===== config.mk =====
export PLATFORM = sky130hd
export DESIGN_NAME = dmem_arbiter
export DESIGN_NICKNAME = d
export VERILOG_FILES = /design/src/rtl/dmem_arbiter.sv
export SDC_FILE = /design/constraint.sdc
export NUM_CORES = 1
export LEC_CHECK = 0
export CAP_MARGIN = 15
export CORE_MARGIN = 5
export CORE_UTILIZATION = 44
export CTS_CLUSTER_SIZE = 14
export DETAILED_ROUTE_END_ITERATION = 8
export GPL_TIMING_DRIVEN = 0
export PLACE_DENSITY = 0.95
export SLEW_MARGIN = 10
export SYNTH_ARGS = -nofsm -noshare
export SYNTH_HDL_FRONTEND = slang
export SYNTH_SLANG_ARGS = --single-unit

===== constraint.sdc =====
create_clock -name clk -period 2.2 [get_ports clk]
set_input_delay 0.44 -clock clk [delete_from_list [all_inputs] [get_ports clk]]
set_output_delay 0.44 -clock clk [all_outputs]
set_load 0.01 [all_outputs]

===== src/rtl/dmem_arbiter.sv =====
// dmem_arbiter: round-robin arbiter sharing one synchronous-read data memory between a load unit and a store unit
// Ports:
//   clk, rst_n                     clock, asynchronous active-low reset
//   ld_req_valid/ready, ld_addr,   load request handshake, address and destination tag
//   ld_tag
//   st_req_valid/ready, st_addr,   store request handshake, address and data
//   st_data
//   flush                          kills in-flight loads and blocks new loads
//   ld_resp_valid/data/tag         load response, one cycle per load, no backpressure
//   mem_addr/wdata/wr, mem_rdata   registered memory port; read data arrives one cycle after the address
module dmem_arbiter (
  input  logic       clk,
  input  logic       rst_n,
  input  logic       ld_req_valid,
  output logic       ld_req_ready,
  input  logic [7:0] ld_addr,
  input  logic [2:0] ld_tag,
  input  logic       st_req_valid,
  output logic       st_req_ready,
  input  logic [7:0] st_addr,
  input  logic [7:0] st_data,
  input  logic       flush,
  output logic       ld_resp_valid,
  output logic [7:0] ld_resp_data,
  output logic [2:0] ld_resp_tag,
  output logic [7:0] mem_addr,
  output logic [7:0] mem_wdata,
  output logic       mem_wr,
  input  logic [7:0] mem_rdata
);
  localparam logic GNT_LD = 1'b0;
  localparam logic GNT_ST = 1'b1;
  logic       last_q, last_d;
  logic [7:0] mem_addr_q, mem_addr_d;
  logic [7:0] mem_wdata_q, mem_wdata_d;
  logic       mem_wr_q, mem_wr_d;
  logic       s1_vld_q, s1_vld_d;
  logic [2:0] s1_tag_q, s1_tag_d;
  logic       s2_vld_q, s2_vld_d;
  logic [2:0] s2_tag_q, s2_tag_d;
  logic       rsp_vld_q, rsp_vld_d;
  logic [7:0] rsp_data_q, rsp_data_d;
  logic [2:0] rsp_tag_q, rsp_tag_d;
  logic       ld_live, same_addr, ld_acc, st_acc, s2_live;
  // Each ready is built straight from the valids so neither depends on the other.
  // A matching address forces the store first so the load sees the new data.
  always_comb begin
    ld_live      = ld_req_valid & ~flush;
    same_addr    = ld_addr == st_addr;
    st_req_ready = st_req_valid & (~ld_live | same_addr | (last_q == GNT_LD));
    ld_req_ready = ld_live & (~st_req_valid | (~same_addr & (last_q == GNT_ST)));
    ld_acc       = ld_req_valid & ld_req_ready;
    st_acc       = st_req_valid & st_req_ready;
    s2_live      = s2_vld_q & ~flush;
    last_d       = st_acc ? GNT_ST : ld_acc ? GNT_LD : last_q;
    mem_addr_d   = st_acc ? st_addr : ld_acc ? ld_addr : mem_addr_q;
    mem_wdata_d  = st_acc ? st_data : mem_wdata_q;
    mem_wr_d     = st_acc;
    s1_vld_d     = ld_acc;
    s1_tag_d     = ld_acc ? ld_tag : s1_tag_q;
    s2_vld_d     = s1_vld_q & ~flush;
    s2_tag_d     = s1_tag_q;
    rsp_vld_d    = s2_live;
    rsp_data_d   = s2_live ? mem_rdata : rsp_data_q;
    rsp_tag_d    = s2_live ? s2_tag_q : rsp_tag_q;
  end
  always_ff @(posedge clk or negedge rst_n) begin
    if (!rst_n) begin
      last_q      <= GNT_ST;
      mem_addr_q  <= '0;
      mem_wdata_q <= '0;
      mem_wr_q    <= 1'b0;
      s1_vld_q    <= 1'b0;
      s1_tag_q    <= '0;
      s2_vld_q    <= 1'b0;
      s2_tag_q    <= '0;
      rsp_vld_q   <= 1'b0;
      rsp_data_q  <= '0;
      rsp_tag_q   <= '0;
    end else begin
      last_q      <= last_d;
      mem_addr_q  <= mem_addr_d;
      mem_wdata_q <= mem_wdata_d;
      mem_wr_q    <= mem_wr_d;
      s1_vld_q    <= s1_vld_d;
      s1_tag_q    <= s1_tag_d;
      s2_vld_q    <= s2_vld_d;
      s2_tag_q    <= s2_tag_d;
      rsp_vld_q   <= rsp_vld_d;
      rsp_data_q  <= rsp_data_d;
      rsp_tag_q   <= rsp_tag_d;
    end
  end
  assign mem_addr      = mem_addr_q;
  assign mem_wdata     = mem_wdata_q;
  assign mem_wr        = mem_wr_q;
  assign ld_resp_valid = rsp_vld_q;
  assign ld_resp_data  = rsp_data_q;
  assign ld_resp_tag   = rsp_tag_q;
endmodule

Word-level counts from Yosys, hierarchy flattened
Index checks and enable logic that the tools add are counted.

operators by class
  equality and inequality tests = 1
  muxes and demuxes = 4
  bitwise operators = 16
  reduce and logical (&&, ||, !) cells = 1

operator list
  cell               number
  $mux 8             2
  $and 1x1->1        8
  $eq 8x8->1         1
  $not 1->1          5
  $or 1x1->1         3
  $mux 1             2
  $reduce_bool 2->1  1

word-level totals
  register bits after elaboration = 38
  input port bits = 40
  output and inout bits = 31
  logic and storage cells = 33

Logic depth before layout (Yosys ltp)
  depth after elaboration = 8
  gate-level depth with buffers = 7
  depth with buffers taken out = 5

Worst setup path before layout
Ideal clock, no wire load.

  kind = input -> register
  from = input st_addr[2]
  to = register mem_wdata_q[5] (netlist: mem_wdata[5])
  library setup time = 127 ps
  arrival time = 1608 ps
  data required time = 2073 ps
  setup slack = 465 ps
  stages = 7
  buffers on the path = 2
  path through = xnor2_1 -> nand4_1 -> o211a_1 -> nor2b_2 -> buf_6 -> buf_8 -> mux2_1

between the ends
  word-level cells in the longest chain between the ends = 5

ends and longest elaborated chain
  what                     line  text
  start, declared          20    input logic [7:0] st_addr,
  $eq 8x8->1               49    same_addr = ld_addr == st_addr;
  $or 1x1->1 (2 in a row)  50    st_req_ready = st_req_valid & (~ld_live | same_addr | (last_q == GNT_LD));
  $and 1x1->1              50
  $and 1x1->1              53    st_acc = st_req_valid & st_req_ready;
  end signal, assigned     83    mem_wdata_q <= mem_wdata_d;
  end, declared            35    logic [7:0] mem_wdata_q, mem_wdata_d;

Every way passes these cells.
A chain may end at the register's enable or synchronous reset.

Final worst setup path
  from = input ld_addr[1]
  to = output st_req_ready

between the ends
  word-level cells in the longest chain between the ends = 4

ends and longest elaborated chain
  what                     line  text
  start, declared          16    input logic [7:0] ld_addr,
  $eq 8x8->1               49
  $or 1x1->1 (2 in a row)  50
  $and 1x1->1              50
  end, declared            19    output logic st_req_ready,

Every way passes these cells.

==> impl_results.md <==
* Outcome: finished, final reports clean
* Layout Nets at 226
* Gr ovfl total at 0
* Share of layout cells above drive strength 1 at about a quarter
* Die W at 69.14 µm
* Critical Path End Type: output port
* Area leader, netlist: dfrtp_1
* Clk pwr share at 24.2%
* WL/cell at 16.73 µm
* Power Density at between 800 and 900 nW/µm²
* Htree depth at 2
* PortBufs at 70
* Rel. slew slack at 46.03%
* Comb pwr share at 29.6%
* Placed insts at 220
* Sw Ratio at 25.21%
* Maxcap violations at 0
* Pint at 1479 µW
* First-pass iteration count of the detailed router at 4
* Antenna Cells at 0
* Worst reg2reg path endpoint: mem_addr[2]
* Worst r2r path cells at 6
* Overall die height at 69.14 µm
* Mapped Avg Cell Area at 14.80 µm²
* Final Setup Violations at 0
* Reg2reg start: last_q
* Part of the power in registers at 46.2%
* Worst Max-Slew Pin Slew at roughly 800 ps
* Fin. max-slew vios at 0
* Leak pwr at 0.001038 µW
* Met1 Use GR at 20.09%
* Core area at 3363 µm²
* DRT iter0 DRCs at 46
* Largest net degree at the start of global routing at 39
* Clk sinks at 38
* Met2 Resource Use GR at 29.34%
* First-pass GRT wire length at 6506 µm
* Critical path class: input port to output port
* Cell Count, Final, Fillers Out at 232
* HPWL Detailed at between 2000 and 3000 µm
* Row count at 21
* CTS clock-pin slew for the worst setup and hold paths at between 100 and 150 ps
* Synth Net Count at around 140
* Synth top area share at between 60% and 70%
* Post-route ant nets at 0
* Post-synthesis sequential area ratio at roughly three fifths
* Reg2Reg Setup Slack at 590 ps
* Die area at approximately 4800 µm²
* Highest clock rate at 467.0 MHz
* Vias in the first global route at 1335
* Synthesis Warnings at 0
* Final Hold Viols at 0
* Critical path startpoint category: input port
* CTS max path bufs at 2
* Crit path max fanout at 2
* Gr busiest metal: met2
* Total CTS buffers at 5
* Worst min path class: input port to async pin
* Initial Util at between 40% and 50%
* DR vias at 1181
* Boundary Pins at 71
* CTS tree: built
* Total global-route track usage at 17.12%
* Area grow syn2layout at 55.28%
* Crit path time final at 2141 ps
* Hold Buf Count CTS at 0
* Met3 Resource Use GR at 4.070%
* Syn Inst Count at 104
* Peak supply drop at approximately 0.38 mV
* DRC Markers at 0
* Final worst-path cycle share at between 90% and 100%
* Switching power at 498.7 µW
* Clock skew at around 17 ps
* Final GP Congestion at approximately 0.70
* Clk root buf: clkbuf_4
* Drt via density at 5.091
* Crit path DAT at 1700 ps
* Required time of the worst setup path at 1760 ps
* Antenna violations before repair at 0
* Final core utilization at 71.06%
* Worst skew pair latency at ~330 ps
* Netlist Area Pre-Place at 1539 µm²
* Number of synthesized register bits at 38
* Top cells by area, synth: dfrtp_1 60%, mux2_2 14%, a221o_1 5.2%
* Post-synth cell types at 23
* Total wire length at 3882 µm
final cells by class:
| class | instances | area [µm²] |
|---|---|---|
| Sequential cell | 38 | 952.2 |
| Clock buffer | 6 | 51.30 |
| Multi-Input combinational cell | 61 | 563.0 |
| Fill cell | 257 | 973.4 |
| Clock inverter | 1 | 30.03 |
| Tap cell | 46 | 57.56 |
| Timing Repair Buffer | 75 | 693.2 |
| Inverter | 1 | 3.754 |
| Buffer | 4 | 38.79 |
power groups by stage:
stage	logic [µW]	registers, µW	clock network, µW
4_1_cts	591	916	493
6_report	585	913	479
3_5_place_dp	585	928	0
5_1_grt	629	933	519
3_3_place_gp	565	914	0
2_1_floorplan	174	969	0
critical path, cell delays in order:
cell and delay, ps:
clkdlybuf4s15_1 230, xnor2_2 160, nand4_1 180, buf_4 190, o211a_1 210, and2b_1 180, buf_2 120
layout by cell type (no fill, tap or decap), types with 2 or more instances in the layout:
cell and count:
buf_2 3, mux2_2 19, clkbuf_2 6, dlygate4sd2_1 4, clkdlybuf4s50_1 50, nand4_1 2, and2_1 7, a221o_1 8
clkbuf_4 5, nor2_1 2, mux2_1 3, xnor2_1 7, clkdlybuf4s15_1 8, nor2b_1 2, buf_4 6, dfrtp_1 37
per-stage QoR:
| stage | total power [µW] | area, µm² | setup TNS (ps) | hold slack, ps | setup slack [ps] |
|---|---|---|---|---|---|
| after CTS | 1999 | 2389 | 0 | 204.7 | 3.296 |
| after floorplan | 1143 | 1539 | 0 | 144.4 | 464.7 |
| final | 1978 | 2390 | 0 | 178.5 | 58.63 |
| after global routing | 2081 | 2390 | -14.84 | 254.0 | -9.750 |
| after global placement | 1479 | 2297 | -2952 | 353.8 | -531.2 |
| after detailed placement | 1513 | 2292 | -2904 | 358.8 | -605.4 |
registers in the layout, summed over array words and instances (netlist names):
signal / flops
last_q: 1
ld_resp_data: 8
ld_resp_tag: 3
ld_resp_valid: 1
mem_addr: 8
mem_wdata: 8
mem_wr: 1
s1_tag_q: 3
s1_vld_q: 1
s2_tag_q: 3
s2_vld_q: 1
layer usage:
metal / up-vias / share of wire, %
li1: 533 / -
met1: 582 / 39
met2: 58 / 52
met3: 8 / 6.7
met4: 0 / 1.8
met5: - / 0
what timing repair did:
item / 4_1_cts / 5_1_grt
endpoints found under the setup margin: 2 / 3
setup buffers: 4 / 1
resized for setup: 27 / 20
pin swaps: 5 / 12
synthesized netlist by cell type (all sizes together):
cell type and count:
nor2b 3, buf 4, a221o 8, dfrtp 37
nor2 2, mux2i 1, o211a 1, and2 7
xnor2 8, dfstp 1, inv 1, nand4 2
a21boi 2, and2b 2, o21ai 2, mux2 22
nand2 1
how the worst max path moves through the flow:
stage	start	to	slack (ps)	cells past startpoint
6_report	ld_addr[1]	st_req_ready	60	7
3_3_place_gp	ld_addr[0]	ld_req_ready	-530	7
3_5_place_dp	ld_addr[5]	ld_req_ready	-610	7
5_1_grt	ld_addr[1]	st_req_ready	-10	7
4_1_cts	ld_addr[1]	st_req_ready	3	7
2_1_floorplan	st_addr[2]	mem_wdata[5]	460	7
kinds of logic (layout without fill, tap and decap cells):
| kind of cell | after synthesis | after routing | share of synthesized area (%) |
|---|---|---|---|
| XOR/XNOR | 8 | 8 | 4.553 |
| buffers and inverters | 5 | 87 | 2.601 |
| AND/OR/NAND/NOR | 17 | 17 | 6.747 |
| flip-flops | 38 | 38 | 61.87 |
| multiplexers | 23 | 23 | 16.75 |
| AO/OA/AOI/OAI | 13 | 13 | 7.480 |
(Power assumes the default switching activity.)
